`src/rtl/irq_controller_pkg.sv`:
```
// Shared constants for the Processor12 interrupt controller: source count,
// VECTOR layout and register offsets within the 16-word window.
package irq_controller_pkg;

  localparam int unsigned NUM_IRQ          = 24;
  localparam int unsigned VECTOR_VALID_BIT = 11;

  typedef enum logic [3:0] {
    IRQ_PEND_L = 4'd0,
    IRQ_PEND_H = 4'd1,
    IRQ_EN_L   = 4'd2,
    IRQ_EN_H   = 4'd3,
    IRQ_MODE_L = 4'd4,
    IRQ_MODE_H = 4'd5,
    IRQ_CLR_L  = 4'd6,
    IRQ_CLR_H  = 4'd7,
    IRQ_SET_L  = 4'd8,
    IRQ_SET_H  = 4'd9,
    IRQ_VECTOR = 4'd10
  } reg_off_e;

endpackage

```
`src/rtl/irq_priority_enc.sv`:
```
// Combinational priority encoder over the active irq lines.
// Bit 0 has the highest priority.
module irq_priority_enc
  import irq_controller_pkg::*;
(
  input  logic [23:0] irq_in,
  output logic [4:0]  idx,
  output logic        valid
);

  logic found;

  always_comb begin
    idx   = '0;
    found = 1'b0;
    for (int unsigned i = 0; i < NUM_IRQ; i++) begin
      if (irq_in[i] && !found) begin
        idx   = 5'(i);
        found = 1'b1;
      end
    end
  end

  assign valid = |irq_in;

endmodule

```
`src/rtl/irq_controller.sv`:
```
// Memory-mapped 24-source interrupt controller for the Processor12 bus.
// Zero-wait target: reads are combinational, writes commit on the closing edge.
module irq_controller
  import irq_controller_pkg::*;
#(
  parameter logic [23:0] BASE_ADDR       = 24'o77777700,
  parameter logic        SRC_RESET_LEVEL = 1'b0
) (
  input  logic        clk,
  input  logic        rst,
  input  logic [23:0] address,
  input  logic [11:0] data_in,
  input  logic        mem_write,
  output logic [11:0] data_out,
  output logic        sel,
  input  logic [23:0] src,
  output logic [23:0] irq,
  output logic        irq_any
);

  logic [23:0] s1_q, s1_d, s2_q, s2_d, h_q, h_d;
  logic [23:0] pending_q, pending_d;
  logic [23:0] enable_q, enable_d;
  logic [23:0] mode_q, mode_d;
  logic [23:0] clr, swset, edge_ev, set_ev;
  logic [3:0]  off;
  logic        wr_en;
  logic [4:0]  vec_idx;
  logic        vec_valid;
  logic [11:0] vector;

  assign sel   = (address[23:4] == BASE_ADDR[23:4]);
  assign off   = address[3:0];
  assign wr_en = mem_write & sel;

  always_comb begin
    s1_d     = src;
    s2_d     = s1_q;
    h_d      = s2_q;
    enable_d = enable_q;
    mode_d   = mode_q;
    clr      = '0;
    swset    = '0;
    if (wr_en) begin
      case (off)
        IRQ_EN_L:   enable_d[11:0]  = data_in;
        IRQ_EN_H:   enable_d[23:12] = data_in;
        IRQ_MODE_L: mode_d[11:0]    = data_in;
        IRQ_MODE_H: mode_d[23:12]   = data_in;
        IRQ_CLR_L:  clr[11:0]       = data_in;
        IRQ_CLR_H:  clr[23:12]      = data_in;
        IRQ_SET_L:  swset[11:0]     = data_in;
        IRQ_SET_H:  swset[23:12]    = data_in;
        default:    ;
      endcase
    end
    // Set wins over clear so an event landing with a CLR write is not lost.
    edge_ev   = s2_q & ~h_q;
    set_ev    = (mode_q & edge_ev) | (~mode_q & s2_q) | swset;
    pending_d = set_ev | (pending_q & ~clr);
  end

  always_ff @(posedge clk) begin
    if (!rst) begin
      s1_q      <= {NUM_IRQ{SRC_RESET_LEVEL}};
      s2_q      <= {NUM_IRQ{SRC_RESET_LEVEL}};
      h_q       <= {NUM_IRQ{SRC_RESET_LEVEL}};
      pending_q <= '0;
      enable_q  <= '0;
      mode_q    <= '0;
    end else begin
      s1_q      <= s1_d;
      s2_q      <= s2_d;
      h_q       <= h_d;
      pending_q <= pending_d;
      enable_q  <= enable_d;
      mode_q    <= mode_d;
    end
  end

  assign irq     = pending_q & enable_q;
  assign irq_any = |irq;

  irq_priority_enc u_prio (
    .irq_in (irq),
    .idx    (vec_idx),
    .valid  (vec_valid)
  );

  always_comb begin
    vector                   = '0;
    vector[VECTOR_VALID_BIT] = vec_valid;
    vector[4:0]              = vec_idx;
  end

  always_comb begin
    data_out = '0;
    if (sel) begin
      case (off)
        IRQ_PEND_L: data_out = pending_q[11:0];
        IRQ_PEND_H: data_out = pending_q[23:12];
        IRQ_EN_L:   data_out = enable_q[11:0];
        IRQ_EN_H:   data_out = enable_q[23:12];
        IRQ_MODE_L: data_out = mode_q[11:0];
        IRQ_MODE_H: data_out = mode_q[23:12];
        IRQ_VECTOR: data_out = vector;
        default:    data_out = '0;
      endcase
    end
  end

endmodule

```
`config.mk`:
```
export PLATFORM = sky130hd
export DESIGN_NAME = irq_controller
export DESIGN_NICKNAME = d
export VERILOG_FILES = /design/src/rtl/irq_controller_pkg.sv /design/src/rtl/irq_priority_enc.sv /design/src/rtl/irq_controller.sv
export SDC_FILE = /design/constraint.sdc
export NUM_CORES = 1
export LEC_CHECK = 0
export BUFFER_PORTS_ARGS = -buffer_cell sky130_fd_sc_hd__buf_2
export CAP_MARGIN = 20
export CORE_MARGIN = 2
export CORE_UTILIZATION = 40
export CTS_CLUSTER_SIZE = 40
export DETAILED_ROUTE_END_ITERATION = 8
export PLACE_DENSITY = 0.67
export SETUP_SLACK_MARGIN = 0.02
export SYNTH_ARGS = -nofsm -noshare
export SYNTH_HDL_FRONTEND = slang
export SYNTH_HIERARCHICAL = 1
export SYNTH_SLANG_ARGS = --single-unit
```
`constraint.sdc`:
```
create_clock -name clk -period 3.2 [get_ports clk]
set_clock_uncertainty 0.2 [all_clocks]
set_input_delay 0.64 -clock clk [delete_from_list [all_inputs] [get_ports clk]]
set_output_delay 0.64 -clock clk [all_outputs]
set_load 0.005 [all_outputs]
```
# Word-level counts from Yosys, hierarchy flattened
# Cells that the tools add are included.
# W data, S select, Z words.
# totals
regBits,144
inputBits,63
out_inout_bits,38
word_cells,137
# op_classes
eq_ne,11
n_mux,54
n_bitwise,12
n_reduce_logical,52
# op_table
op,n
$and A24 B24 Y24,5
$pmux W12 S7,1
$not A24 Y24,3
$or A24 B24 Y24,3
$mux W12,5
$mux W24,2
$mux W5,8
$mux W4,8
$mux W1,24
$reduce_or A24 Y1,1
$logic_and A1 B1 Y1,23
$logic_not A1 Y1,23
$eq A20 B20 Y1 const B,1
$eq A4 B3 Y1 const B,4
$eq A4 B4 Y1 const B,3
$mux W3,4
$eq A4 B2 Y1 const B,2
$reduce_and A2 Y1,4
$eq A4 B1 Y1 const B,1
$logic_not A4 Y1,1
$mux W2,2
$and A1 B1 Y1,1

# Logic depth before layout (Yosys ltp)
# depth
word_depth,73
mapped_depth,8
mapped_depth_nobuf,8

# Cells and area by module
# The synthesis kept the hierarchy.
# modules_own_cells
mod,n_inst,cells_per_inst,area_each_um2
irq_controller,1,600,5670.4
irq_priority_enc,1,52,375.4

# Worst setup path after synthesis
# No wires, ideal clock.
# synth_path
path_type,input-to-output
startpoint,input address[5]
endpoint,output data_out[10]
arrival_time_ns,2.068
required_time_ns,2.360
path_slack_ns,0.292
path_stages,5
cell_sequence,or4_1 > clkbuf_1 > or3_1 > clkbuf_1 > a31oi_1
# synth_between
elab_chain_cells,2
# synth_rtl
item,line_no,text
"start, declared",irq_controller.sv:11,"input logic [23:0] address,"
$eq A20 B20 Y1,irq_controller.sv:32,assign sel = (address[23:4] == BASE_ADDR[23:4]);
$mux W12,irq_controller.sv:98,if (sel) begin
"end, declared",irq_controller.sv:14,"output logic [11:0] data_out,"
# Every way passes these cells.

# Final worst setup path
# layout_path
startpoint,register pending_q[10]
endpoint,output data_out[11]
# layout_between
elab_chain_cells,4
# layout_rtl
item,line_no,text
"start, declared",irq_controller.sv:22,"logic [23:0] pending_q, pending_d;"
"start signal, assigned",irq_controller.sv:75,pending_q <= pending_d;
$and A24 B24 Y24,irq_controller.sv:81,assign irq = pending_q & enable_q;
$reduce_or A24 Y1,irq_priority_enc.sv:24,assign valid = |irq_in;
via vec_valid,irq_controller.sv:29,logic vec_valid;
$pmux W12 S7,irq_controller.sv:99,case (off)
$mux W12,irq_controller.sv:98,
# The timed path passes the listed nets, and every way through them passes these cells.

==> flow_metrics.env <==
export IMPL_grt_pass1_vias=5297
export IMPL_first_iter_violations=623
export IMPL_grt_pass1_wl_mm=28.6
export IMPL_worstPathRequired_ns=2.36
export IMPL_synth_cell_type_count=45
export IMPL_fmax_ghz=0.298
export IMPL_vias=5513
export IMPL_synth_nets=715
export IMPL_crit_type="flop to primary output"
export IMPL_maxCapViolCount=0
export IMPL_finalWirelength_mm=18.0
export IMPL_area_growth_pct=28.0
export IMPL_async_reset_ff_share_pct=0
export IMPL_min_period_over_period_pct=105
export IMPL_stdcell_count=986
export IMPL_finalSetupViolCount=4
export IMPL_ys_ff_latch=144
export IMPL_critPathMaxStageDelay_ns=0.56
export IMPL_grt_ovfl_total=0
export IMPL_worstSkewPairLatency_ns=0.42
export IMPL_die_x_um=127
export IMPL_outcome="complete, but fails checks"
export IMPL_min_to="s1_q[4]"
export IMPL_hold_depth=2
export IMPL_dp_hpwl_mm=13.1
export IMPL_vdd_ir_drop_max_mv=0.395
export IMPL_drtPass1Iterations=6
export IMPL_synth_edf_count=0
export IMPL_path_max_fanout=5
export IMPL_rrSetupSlack_ns=1.94
export IMPL_final_max_slew_viol_count=0
export IMPL_antenna_found_initial=0
export IMPL_synth_area_leaders="dfxtp_1 (48%), and2_1 (9.1%), mux2i_1 (7.9%)"
export IMPL_clock_path_buffers=2
export IMPL_tightest_slew_ns=0.578
export IMPL_crit_slowest_cell="or4b_4"
export IMPL_cts_htree_levels=4
export IMPL_r2r_start="mode_q[23]"
export IMPL_setup_ws_ns=-0.160
export IMPL_period_needed_ns=3.36
export IMPL_std_cell_rows=44
export IMPL_drc=0
export IMPL_min_from="src[4]"
export IMPL_clkTransAtPathRegs_ns=0.06
export IMPL_n_antenna_cell=0
export IMPL_numCtsBuffers=17
export IMPL_cts_sinks=144
export IMPL_crit_path_end_kind="primary output"
export IMPL_crit_family="simple AND/OR/NAND/NOR gates"
export IMPL_worst_slew_margin_rel_pct=61.5
export IMPL_viasPerCell=5.59
export IMPL_gp_congestion=0.899
export IMPL_avgSynthCellArea_um2=9.27
export IMPL_arrival_ns=2.52
export IMPL_cts_root_buf="clkbuf_16"
export IMPL_synthCells=652
export IMPL_synth_ff_type="dfxtp_1"
export IMPL_reg2reg_to="pending_q[23]"
export IMPL_crit_buf_inv=1
export IMPL_final_hold_violation_count=0
export IMPL_yosys_cell_count_top_type="dfxtp_1"
export IMPL_synth_top_area_cell="dfxtp_1"
export IMPL_p_leak_nw=3.35
export IMPL_crit_start="pending_q[10]"
export IMPL_wire_per_inst_um=18.3
export IMPL_critPathLaunchType="flop"
export IMPL_pin_count=101
export IMPL_rsz0062_at_grt="yes"
export IMPL_synth_top_area_share_pct=47.7
export IMPL_ys_seq_area_share_pct=47.7
export IMPL_antenna_left=0
export IMPL_drive_above_1_share_pct=28.4
export IMPL_dp_cells=945
export IMPL_syn_area_um2=6050
export IMPL_fin_util_pct=52.8
export IMPL_start_util_pct=41.3
export IMPL_hold_class="input port to flop"
export IMPL_die_area_um2=16100
export IMPL_cts_tree="yes"
export IMPL_reg2regPathDepth=3
export IMPL_fillers=1386
export IMPL_numPortBuffers=100
export IMPL_power_density_nw_per_um2=540
export IMPL_grt_usage_pct=22.7
export IMPL_cts_hold_buf=0
export IMPL_yosys_warnings=6
export IMPL_grt_start_max_net_pins=159
export IMPL_core_um2=14600
export IMPL_die_h_um=127
export IMPL_cp_cell_sequence="and2_4 > or3_4 > nor2_8 > nand4_4 > or4b_4 > a22oi_2 > a31oi_1 > buf_2"
export IMPL_num_nets_final=852
export IMPL_synthTopCellsByCount="dfxtp_1 (144), nand2_1 (124), and2_1 (88)"
export IMPL_violations="setup timing"
==> how the worst max path moves through the flow <==
stage	to	depth (start not counted)
3_5_place_dp	data_out[10]	6
5_1_grt	data_out[11]	9
4_1_cts	data_out[11]	8
2_1_floorplan	data_out[10]	5
3_3_place_gp	data_out[9]	6
6_report	data_out[11]	8
==> cell families after synthesis <==
group	after synthesis	share of synthesized area [%]
AOI/OAI and AO/OA	120	15.0
DFF	144	47.7
buffers and inverters	41	2.61
and+or+nand+nor	299	26.7
muxes	48	7.95
==> through the flow <==
stage / TNS (ns) / hold slack [ns] / area, µm² / worst slack [ns] / power [W]
detailed placement: 0 / 0.220 / 7000 / 0.128 / 0.00235
global route: -0.860 / 0.213 / 7740 / -0.231 / 0.00433
finish: -0.416 / 0.224 / 7740 / -0.160 / 0.00418
CTS: -0.426 / 0.207 / 7670 / -0.142 / 0.00419
global placement: 0 / 0.218 / 7000 / 0.138 / 0.00233
floorplan: 0 / 0.206 / 6050 / 0.292 / 0.00213
==> cell usage in the layout (no fill, tap or decap), types with 17 or more instances in the layout <==
master / Yosys / final
o221ai_1: 24 / 24
clkbuf_16: 0 / 17
nor3_1: 19 / 18
mux2i_1: 48 / 48
dfxtp_1: 144 / 138
and2_1: 88 / 79
buf_4: 0 / 55
a22oi_1: 54 / 53
nand2_1: 124 / 124
buf_2: 3 / 99
==> metal layers <==
metal  up-vias  track usage [%]  wire length [µm]
met1      2575             30.7              7870
li1       2624                -                 -
met4         0             9.50               498
met5         -                0                 0
met2       280             34.1              7840
met3        34             6.54              1820
==> power breakdown <==
part           total, W  internal [W]  switching, W  leakage (nW)
Clock           0.00184       0.00113      0.000713         0.279
Combinational  0.000382      0.000174      0.000208          1.89
Sequential      0.00195       0.00189     0.0000554          1.18
Total           0.00418       0.00320      0.000976          3.35
==> layout make-up <==
cell class                 instances  area [µm²]  share of cell area [%]
clock buffer                      24         482                    6.22
clock inverter                     8        80.1                    1.03
multi-input combinational        467        3110                    40.1
inverter                           3        11.3                   0.146
tap                              184         230                    2.97
timing repair buffer             156         940                    12.1
sequential                       144        2890                    37.3
==> sequential cells by signal (all words and copies together) (netlist names) <==
register	cells
mode_q	24
s1_q	24
h_d	24
pending_q	24
enable_q	24
h_q	24
==> worst reg2reg max path: cells and delay by family, from the launching register on <==
family | cells | cell delay (ns)
flops | 1 | 0.42
simple gates | 1 | 0.08
compound gates | 2 | 0.38
==> repair_timing <==
item / in CTS / in global routing
resized for setup: 28 / 17
buffers inserted: 8 / 1
endpoints found under the setup margin: 4 / 7
pin swaps: 10 / 16
endpoints found under the hold margin: 0 / 0
Note: power is estimated with default switching activity, not from simulation.
